`config.mk`:
```
export PLATFORM = sky130hd
export DESIGN_NAME = int_res_mem_arbiter
export DESIGN_NICKNAME = d
export VERILOG_FILES = /design/src/rtl/int_res_mem_arbiter.sv
export SDC_FILE = /design/constraint.sdc
export NUM_CORES = 1
export LEC_CHECK = 0
export CORE_MARGIN = 3
export CORE_UTILIZATION = 40
export CTS_CLUSTER_SIZE = 28
export DETAILED_ROUTE_END_ITERATION = 7
export HOLD_SLACK_MARGIN = 0.08
export MAX_ROUTING_LAYER = met4
export PLACE_DENSITY = 0.86
export REMOVE_ABC_BUFFERS = 1
export SYNTH_ARGS = -nofsm -noshare
export SYNTH_HDL_FRONTEND = slang
export SYNTH_SLANG_ARGS = --single-unit
```
`constraint.sdc`:
```
create_clock -name clk -period 4.47 [get_ports clk]
set_input_delay 0.6705 -clock clk [delete_from_list [all_inputs] [get_ports clk]]
set_output_delay 0.6705 -clock clk [all_outputs]
set_load 0.005 [all_outputs]
```
`src/rtl/int_res_mem_arbiter.sv`:
```
// Round-robin arbiter that shares one synchronous memory port among NUM_REQ requesters.
// A requester can lock the port for a burst of up to MAX_LOCK granted cycles.
module int_res_mem_arbiter #(
  parameter int NUM_REQ  = 3,
  parameter int ADDR_W   = 15,
  parameter int DATA_W   = 16,
  parameter int MAX_LOCK = 16
) (
  input  logic                        clk,
  input  logic                        rst,
  input  logic [NUM_REQ-1:0]          req,
  input  logic [NUM_REQ-1:0]          we,
  input  logic [NUM_REQ-1:0]          lock,
  input  logic [NUM_REQ*ADDR_W-1:0]   addr,
  input  logic [NUM_REQ*DATA_W-1:0]   wdata,
  output logic [NUM_REQ-1:0]          gnt,
  output logic [NUM_REQ-1:0]          rvalid,
  output logic [DATA_W-1:0]           rdata,
  output logic                        mem_en,
  output logic                        mem_we,
  output logic [ADDR_W-1:0]           mem_addr,
  output logic [DATA_W-1:0]           mem_wdata,
  input  logic [DATA_W-1:0]           mem_rdata
);
  localparam int PTR_W = $clog2(NUM_REQ);
  localparam int CNT_W = $clog2(MAX_LOCK + 1);

  typedef enum logic [1:0] {IDLE, OPEN, LOCKED} state_t;

  state_t               state_q, state_d;
  logic [PTR_W-1:0]     owner_q, owner_d;
  logic [PTR_W-1:0]     rr_q, rr_d;
  logic [CNT_W-1:0]     cnt_q, cnt_d, cnt_n;
  logic                 excl_q, excl_d;

  logic [NUM_REQ-1:0]   elig, excl_mask;
  logic [PTR_W-1:0]     win;
  logic                 win_vld, cont;

  logic [1:0]                rd_vld_q;
  logic [1:0][PTR_W-1:0]     rd_tag_q;

  function automatic logic [PTR_W-1:0] nxt(input logic [PTR_W-1:0] i);
    return (int'(i) == NUM_REQ - 1) ? '0 : i + PTR_W'(1);
  endfunction

  always_comb begin
    state_d   = state_q;
    owner_d   = owner_q;
    rr_d      = rr_q;
    cnt_d     = cnt_q;
    cnt_n     = '0;
    excl_d    = 1'b0;
    win       = '0;
    win_vld   = 1'b0;
    cont      = 1'b0;
    gnt       = '0;
    excl_mask = '0;
    excl_mask[owner_q] = 1'b1;
    elig      = rst ? '0 : req;
    // A force-released owner sits out one cycle, but only if someone else is waiting.
    if (excl_q && ((elig & ~excl_mask) != '0))
      elig = elig & ~excl_mask;

    if (!rst && state_q == LOCKED && req[owner_q] && lock[owner_q]) begin
      cont    = 1'b1;
      win     = owner_q;
      win_vld = 1'b1;
    end else begin
      for (int k = 0; k < NUM_REQ; k++) begin
        if (!win_vld && elig[(int'(rr_q) + k) % NUM_REQ]) begin
          win     = PTR_W'((int'(rr_q) + k) % NUM_REQ);
          win_vld = 1'b1;
        end
      end
    end

    if (win_vld) begin
      gnt[win] = 1'b1;
      if (!cont) rr_d = nxt(win);
      if (lock[win]) begin
        cnt_n   = cont ? cnt_q + CNT_W'(1) : CNT_W'(1);
        owner_d = win;
        if (cnt_n >= CNT_W'(MAX_LOCK)) begin
          state_d = OPEN;
          cnt_d   = '0;
          excl_d  = 1'b1;
          rr_d    = nxt(win);
        end else begin
          state_d = LOCKED;
          cnt_d   = cnt_n;
        end
      end else begin
        state_d = OPEN;
        cnt_d   = '0;
      end
    end

    if (req == '0) begin
      state_d = IDLE;
      cnt_d   = '0;
    end
  end

  always_ff @(posedge clk or posedge rst) begin
    if (rst) begin
      state_q   <= IDLE;
      owner_q   <= '0;
      rr_q      <= '0;
      cnt_q     <= '0;
      excl_q    <= 1'b0;
      mem_en    <= 1'b0;
      mem_we    <= 1'b0;
      mem_addr  <= '0;
      mem_wdata <= '0;
      rd_vld_q  <= '0;
      rd_tag_q  <= '0;
    end else begin
      state_q  <= state_d;
      owner_q  <= owner_d;
      rr_q     <= rr_d;
      cnt_q    <= cnt_d;
      excl_q   <= excl_d;
      mem_en   <= win_vld;
      mem_we   <= win_vld & we[win];
      if (win_vld) begin
        mem_addr  <= addr[int'(win)*ADDR_W +: ADDR_W];
        mem_wdata <= wdata[int'(win)*DATA_W +: DATA_W];
      end
      // Stage 0 aligns with the memory command, stage 1 with the returned data.
      rd_vld_q    <= {rd_vld_q[0], win_vld & ~we[win]};
      rd_tag_q[1] <= rd_tag_q[0];
      rd_tag_q[0] <= win;
    end
  end

  always_comb begin
    rvalid = '0;
    rdata  = '0;
    if (rd_vld_q[1]) begin
      rvalid[rd_tag_q[1]] = 1'b1;
      rdata               = mem_rdata;
    end
  end
endmodule

```
; Word-level counts from Yosys, hierarchy flattened
; Index checks and enable logic that the tools add are counted.
[totals]
ff_bits = 51
in_bits = 120
output_inout_bits = 55
elab_cells = 110
[op_classes]
add_sub_neg = 4
n_mul = 1
div_mod_pow = 3
order_cmp = 10
eq_ne = 2
shift = 2
muxes = 55
bitwise = 5
n_reduce_logical = 16
[ops]
columns = operator, count
row1 = $lt A32 B4 Y1 const B, 3
row2 = $mod A32 B3 Y32 const B, 2
row3 = $shiftx A48 B7 Y16, 1
row4 = $shiftx A45 B7 Y15, 1
row5 = $mod A3 B3 Y32 const B, 1
row6 = $mux W5, 5
row7 = $mux W2, 12
row8 = $mux W1, 23
row9 = $mux W16, 1
row10 = $bmux W1 S2, 7
row11 = $mux W3, 4
row12 = $logic_and A1 B1 Y1, 9
row13 = $lt A2 B3 Y1 const B, 3
row14 = $demux W1 S2, 3
row15 = $ge A2 B1 Y1 const B, 3
row16 = $mul A2 B4 Y6 const B, 1
row17 = $add A5 B1 Y5 const B, 1
row18 = $ge A5 B5 Y1 const B, 1
row19 = $eq A2 B2 Y1 const B, 2
row20 = $add A2 B1 Y3 const B, 1
row21 = $add A2 B2 Y3 const B, 1
row22 = $and A3 B3 Y3, 1
row23 = $logic_not A1 Y1, 3
row24 = $logic_not A3 Y1, 1
row25 = 7 further kinds, 8

; Logic depth before layout (Yosys ltp)
; Gate-level depths: netlist (run 1).
[logic_depth]
ltp_word = 27
ltp_mapped = 12
depth_no_buf = 9

; Least setup slack after synthesis (run 1)
; No wires, ideal clock.
[synth_path]
kind = input -> output
from = input rst
to = output gnt[0]
arrival_ns = 2.240
required_ns = 3.799
setup_slack_ns = 1.560
cell_stages = 6
n_path_buf = 0
cell_sequence = or3b_1 -> a2111o_1 -> and4bb_4 -> nor2_4 -> inv_2 -> nor3_2
[synth_between]
elab_chain_len = 23
elab_cells_between_ends = 38
cone_classes = 2 x order compare / 24 x mux / 1 x bitwise / 11 x reduce/logical
[synth_rtl]
columns = element, line
row1 = "start, declared", 10  ; input logic rst,
row2 = $mux W3, 60  ; elig = rst ? '0 : req;
row3 = $and A3 B3 Y3, "62, 63"
row4 = $reduce_bool A3 Y1, 62  ; if (excl_q && ((elig & ~excl_mask) != '0))
row5 = $logic_and A1 B1 Y1, 62
row6 = $mux W3, 62
row7 = $bmux W1 S2, 71  ; if (!win_vld && elig[(int'(rr_q) + k) % NUM_REQ]) begin
row8 = $mux W1 (not written as such) (2 in series), 71
row9 = $mux W1, 71
row10 = (+6 left out), -
row11 = $logic_and A1 B1 Y1, 71
row12 = $mux W2, 71
row13 = $mux W2, 65  ; if (!rst && state_q == LOCKED && req[owner_q] && lock[owner_q]) begin
row14 = $lt A2 B3 Y1 (not written as such) / $ge A2 B1 Y1 (equally long branches), 79  ; gnt[win] = 1'b1;
row15 = $logic_and A1 B1 Y1 (not written as such), 79
row16 = $mux W1 (not written as such), 79
row17 = $demux W1 S2, 79
row18 = $mux W3 *, 78  ; if (win_vld) begin
row19 = "end, declared", 16  ; output logic [NUM_REQ-1:0] gnt,
; Every way passes the cells marked *; elsewhere a longest branch is shown, timed or not. The select of a mux whose other input is x is not followed.

; Final worst setup path (run 1)
; Ends and elaborated chain as after synthesis.

==> impl_metrics.csv, run 1 <==
group,metric,value,unit
status,status,"finished, final reports clean",
synthesis,ys_top_cells_by_area,"dfrtp_1 45%, a222oi_1 6.7%, and2_1 4.4%, o21ai_0 3.3%, nand2_1 2.5%",
layout,fin_nets,578,
timing,fin_crit_sh,90.9,%
cts,cts_root_buf,"clkbuf_8",
layout,n_antenna_cell,0,
detailed_routing,num_vias,3106,
timing,rsz0062_at_grt,"no",
timing,setup_violations,0,
timing,fin_worst_skew,0.0101,ns
critical_path,crit_slowest_cell,"clkdlybuf4s50_1",
floorplanning,initial_utilization,41.6,%
global_route,antenna_found_initial,0,
critical_path,crit_required,3.80,ns
synthesis,synth.distinct_cells,60,
placed_design,dpl_cell_area,0.00465,mm^2
timing,finalSetupTns,0,ns
detailed_routing,drtIter0Drc,252,
power_and_ir_drop,p_leak,1.96,nW
cts,cts_sinks,51,
timing,holdWs,0.354,ns
synthesis,netlist_instances,288,
critical_path,crit_chain,"clkdlybuf4s50_1, or3b_1, a2111o_1, and4bb_4, nor2_4, inv_2, nor3_2, clkdlybuf4s50_1",
synthesis,syn_area,0.00284,mm^2
layout,layout-drive-gt1-share,6.36,%
layout,area_growth,68.0,%
synthesis,yosysMostFrequentCell,"dfrtp_1",
cts,cts_buffers,5,
placed_design,gp_congestion,0.906,
floorplanning,die_h,90.3,um
timing,timing.fmax,0.246,GHz
min_path,hp-class,"reg -> reg",
timing,slew-limit-headroom,29.4,%
timing,maxSlewViolCount,0,
detailed_routing,first_pass_iters,5,
timing,period_needed,4.07,ns
synthesis,async_flop_share,100,%
synthesis,synth_edf_count,0,
synthesis,ys.flop_type,"dfrtp_1",
synthesis,synth_top_area_cell,"dfrtp_1",
global_route,grt_pass1_wl,15.6,mm
cts,cts_resized,0,
global_route,grt_max_degree,52,
cts,path_clk_slew,0.09,ns
min_path,hold_start,"rd_tag_q[1]$_DFF_PP0_",
placed_design,hpwlAfterDp,7.34,mm
synthesis,yosys_warnings,0,
floorplanning,die-area,0.00815,mm^2
critical_path,path_max_fanout,7,
synthesis,avgSynthCellArea,9.86,um^2
critical_path,end_kind,"output port",
floorplanning,core_region_area,0.00683,mm^2
synthesis,synth_top_area_share,44.9,%
critical_path,r2r_start,"rr_q[1]$_DFFE_PP0P_",
cts,clockBufferDepth,2,
critical_path,critPathLaunchType,"input port",
timing,worstMarginPinSlew,1.06,ns
cts,insertion_delay,0.31,ns
cts,cts_tree,"done",
floorplanning,die_w,90.3,um
global_route,gr-total-overflow,0,
critical_path,critPathMostFrequentCell,"clkdlybuf4s50_1",
floorplanning,fp-row-count,30,
critical_path,crit_path_max_incr_delay,0.57,ns
synthesis,yosysSeqAreaShare,44.9,%
critical_path,crit_path_start,"rst",
detailed_routing,drcViolationCount,0,
timing,hold_violations,0,
critical_path,cp.arrival,3.39,ns
placed_design,dp_slack,0.443,ns
detailed_routing,vias_per_cell,5.63,
global_route,grt_pass1_vias,3200,
layout,fin_area,0.00477,mm^2
detailed_routing,wl_per_cell,17.8,um
cts,postCtsSetupBuffers,0,
critical_path,crit_type,"in -> out",
detailed_routing,ant_nets,0,
timing,layout_setup_ws,0.405,ns
floorplanning,ios,175,
flow_run,maxCapViolCount,0,
cts,htreeDepth,2,
power_and_ir_drop,ir_drop,0.000362,V
synthesis,ys_seq_elements,51,
cts,hold_buffers,0,
global_route,grt_usage,24.1,%
detailed_routing,wl,9.85,mm
synthesis,ys_top_cells_by_count,"51 x dfrtp_1, 20 x and2_1",
placed_design,portBuffers,174,
layout,fillers,538,
critical_path,regToRegSetupSlack,1.33,ns
power_and_ir_drop,p_per_area,599,mW/mm^2
## path summary, 6_finish.rpt
| path | depth (start not counted) | endpoint |
|---|---|---|
| setup / recovery | 8 | gnt[0] |
| hold / removal | 0 | rd_tag_q[3]$_DFF_PP0_ |
| setup reg to reg | 9 | cnt_q[1]$_DFFE_PP0P_ |
| hold reg to reg | 0 | rd_tag_q[3]$_DFF_PP0_ |
| max in group asynchronous | 2 | mem_addr[5]$_DFFE_PP0P_ |
| min in group asynchronous | 2 | state_q[0]$_DFFE_PP0P_ |
## power breakdown
group          leakage [nW]  internal (mW)  switching (mW)
logic                  1.27          0.891           0.812
clock network        0.0612          0.182           0.161
registers             0.624          0.679           0.136
total                  1.96           1.75            1.11
## metrics by stage
step           cells  total power [mW]  utilization, %
3_3_place_gp     544              2.47            68.1
6_report         552              2.86            69.9
4_1_cts          552              2.87            69.9
3_5_place_dp     544              2.53            68.1
5_1_grt          552              3.05            69.9
2_1_floorplan    266              1.65               -
## metal layers
layer,global-route usage [%],routed length [um]
met5,-,0
met4,8.55,277
met3,5.00,786
met2,41.0,4790
met1,28.4,4000
## flip-flops by register name, indices dropped and copies added (netlist names)
register,count
rd_tag_q,4
owner_q,2
rr_q,2
mem_wdata,16
mem_addr,15
excl_q,1
rd_vld_q,2
state_q,2
mem_we,1
cnt_q,5
mem_en,1
## worst max-delay path: cells and delay by family
family                 cells  cell delay [ns]
AO/OA/AOI/OAI              1             0.48
buffers and inverters      3             1.10
AND/OR/NAND/NOR            4             1.15
## kinds of logic (layout without fill, tap and decap cells)
kind of cell / Yosys count / after routing / share of synthesized area (%)
xor gates and xnor gates: 3 / 3 / 0.925
and+or+nand+nor: 93 / 93 / 17.8
buffers and inverters: 34 / 202 / 5.37
muxes: 1 / 1 / 0.352
DFF: 51 / 51 / 44.9
AOI/OAI and AO/OA: 103 / 103 / 29.3
adders and majority gates: 3 / 3 / 1.32
## area by class of cell
cell class | instances | area, um^2 | area share (%)
Timing Repair Buffer | 182 | 1800 | 37.8
Sequential cell | 51 | 1280 | 26.7
Tap cell | 96 | 120 | 2.52
Multi-Input combinational cell | 203 | 1410 | 29.6
Clock inverter | 2 | 35.0 | 0.734
Clock buffer | 6 | 82.6 | 1.73
Inverter | 12 | 45.0 | 0.944
## layout by cell type (no fill, tap or decap), types with 8 or more instances in the layout
master           count
clkdlybuf4s50_1    174
dfrtp_1             51
and2_1              20
nor2_1              19
o21ai_0             19
nand2_1             19
a222oi_1            19
nand3_1             12
a31oi_1             10
a22oi_1              9
inv_1                8
a22o_1               8
buf_4                8
Power figures use the tool's default switching activity.
==> run 2, diff against run 1 <==
--- a/config.mk
+++ b/config.mk
@@ -13,6 +13,7 @@
 export MAX_ROUTING_LAYER = met4
 export PLACE_DENSITY = 0.86
 export REMOVE_ABC_BUFFERS = 1
+export SLEW_MARGIN = 30
 export SYNTH_ARGS = -nofsm -noshare
 export SYNTH_HDL_FRONTEND = slang
 export SYNTH_SLANG_ARGS = --single-unit
==> impl_metrics.csv, run 2 (same netlist as run 1, synthesis figures left out) <==
group,metric,value,unit
timing,layout_setup_ws,0.390,ns
cts,htreeDepth,2,
timing,rsz0062_at_grt,"no",
layout,mostFrequentLayoutCell,"clkdlybuf4s50_1",
power_and_ir_drop,p_leak,1.95,nW
critical_path,crit_family,"simple AND/OR/NAND/NOR gates",
cts,path_clk_slew,0.09,ns
timing,timing.fmax,0.245,GHz
timing,slew-limit-headroom,57.8,%
critical_path,crit_slowest_cell,"clkdlybuf4s50_1",
detailed_routing,first_pass_iters,7,
global_route,grt_pass1_vias,3248,
global_route,gr-total-overflow,0,
cts,cts_tree,"done",
placed_design,dp_slack,0.396,ns
critical_path,crit_buf_inv,3,
cts,insertion_delay,0.31,ns
global_route,antenna_found_initial,0,
floorplanning,die-area,0.00815,mm^2
detailed_routing,drcViolationCount,0,
timing,period_needed,4.08,ns
placed_design,hpwlAfterDp,7.32,mm
critical_path,crit_path_max_incr_delay,0.56,ns
min_path,hp-class,"reg -> reg",
detailed_routing,wl_per_cell,17.5,um
timing,finalSetupTns,0,ns
status,status,"finished, final reports clean",
layout,largest_reg_flops,16,
floorplanning,die_w,90.3,um
critical_path,critPathLaunchType,"input port",
detailed_routing,ant_nets,0,
critical_path,crit_path_start,"rst",
critical_path,regToRegSetupSlack,1.38,ns
critical_path,end_kind,"output port",
critical_path,crit_type,"in -> out",
floorplanning,core_region_area,0.00683,mm^2
floorplanning,ios,175,
cts,hold_buffers,0,
critical_path,cp.arrival,3.41,ns
cts,postCtsSetupBuffers,0,
layout,layout-drive-gt1-share,6.14,%
placed_design,post-place-cells,544,
power_and_ir_drop,ir_drop,0.000347,V
global_route,grt_max_degree,52,
layout,n_antenna_cell,0,
layout,final_cell_mix,"174 x clkdlybuf4s50_1, 51 x dfrtp_1, 20 x and2_1",
floorplanning,die_h,90.3,um
layout,largest_registers,"mem_wdata (16), mem_addr (15), cnt_q (5)",
cts,clockBufferDepth,2,
cts,cts_root_buf,"clkbuf_8",
layout,area_growth,67.3,%
detailed_routing,wl,9.68,mm
timing,holdWs,0.355,ns
placed_design,gp_congestion,0.906,
layout,top_register,"mem_wdata",
critical_path,path_max_fanout,7,
global_route,grt_usage,24.5,%
power_and_ir_drop,p_per_area,588,mW/mm^2
layout,final_cells,552,
placed_design,portBuffers,174,
critical_path,crit_required,3.80,ns
timing,hold_violations,0,
layout,fin_nets,578,
critical_path,cp.depth,8,
detailed_routing,num_vias,3049,
cts,cts_sinks,51,
critical_path,r2r_start,"rr_q[1]$_DFFE_PP0P_",
timing,fin_worst_skew,0.00294,ns
timing,setup_violations,0,
floorplanning,initial_utilization,41.6,%
critical_path,crit_end,"gnt[0]",
critical_path,critPathMostFrequentCell,"clkdlybuf4s50_1",
global_route,grt_pass1_wl,15.8,mm
timing,fin_crit_sh,91.3,%
cts,cts_buffers,5,
critical_path,r2r_end,"cnt_q[1]$_DFFE_PP0P_",
critical_path,ff2ff_path_depth,9,
power_and_ir_drop,finalPower,2.79,mW
timing,maxSlewViolCount,0,
timing,worstMarginPinSlew,0.632,ns
detailed_routing,drtIter0Drc,227,
flow_run,maxCapViolCount,0,
critical_path,crit_chain,"clkdlybuf4s50_1, or3b_1, a2111o_1, and4bb_4, nor2_4, inv_2, nor3_2, clkdlybuf4s50_1",
floorplanning,fp-row-count,30,
cts,cts_resized,0,
detailed_routing,vias_per_cell,5.52,
[run 2: cell count changes in the layout (fill, tap and decap cells not counted)]
cell,change
bufinv_16,-1
clkbuf_1,+1
clkinv_2,-1
clkinv_4,+1
inv_2,-1
inv_4,+1
[run 2: cell type report]
type,count,area (um^2)
flip-flops and latches,51,1280
repair buffers,182,1800
clock inverters,1,8.76
clock buffers,7,86.3
multi-input cells,203,1410
well taps,96,120
inverters,12,47.5
fillers,536,2080
[run 2: worst min-delay path by stage]
| stage | startpoint | end | cells after the start |
|---|---|---|---|
| 4_1_cts | rd_tag_q[1]$_DFF_PP0_ | rd_tag_q[3]$_DFF_PP0_ | 0 |
| 6_report | rd_tag_q[1]$_DFF_PP0_ | rd_tag_q[3]$_DFF_PP0_ | 0 |
| 3_3_place_gp | rd_vld_q[0]$_DFF_PP0_ | rd_vld_q[1]$_DFF_PP0_ | 0 |
| 2_1_floorplan | rd_tag_q[0]$_DFF_PP0_ | rd_tag_q[2]$_DFF_PP0_ | 0 |
| 5_1_grt | rd_tag_q[0]$_DFF_PP0_ | rd_tag_q[2]$_DFF_PP0_ | 0 |
| 3_5_place_dp | rd_tag_q[1]$_DFF_PP0_ | rd_tag_q[3]$_DFF_PP0_ | 0 |
[run 2: through the flow]
| step | utilization, % | cell area (um^2) |
|---|---|---|
| floorplan | - | 2730 |
| global placement | 68.1 | 4650 |
| global route | 69.6 | 4750 |
| CTS | 69.6 | 4750 |
| finish | 69.6 | 4750 |
| detailed placement | 68.2 | 4660 |
[run 2: where the power goes]
| group | switching, mW | internal, mW | total, mW |
|---|---|---|---|
| combinational | 0.802 | 0.891 | 1.69 |
| clock | 0.160 | 0.127 | 0.288 |
| sequential | 0.134 | 0.679 | 0.813 |
[run 2: worst reg2reg max path, cell delays in order (launching register included)]
cell and delay [ns]:
dfrtp_1 0.41, ha_1 0.47, and2_1 0.20, a211oi_1 0.05, a2111oi_0 0.40, o221a_2 0.30, buf_4 0.31, inv_2 0.26
nor2_1 0.40, a22o_1 0.23
[run 2: routing by layer]
layer | GRT usage [%] | part of all wire (%)
met5 | - | 0
met2 | 40.4 | 48
met1 | 29.5 | 40
met4 | 8.93 | 2.7
met3 | 5.67 | 8.8
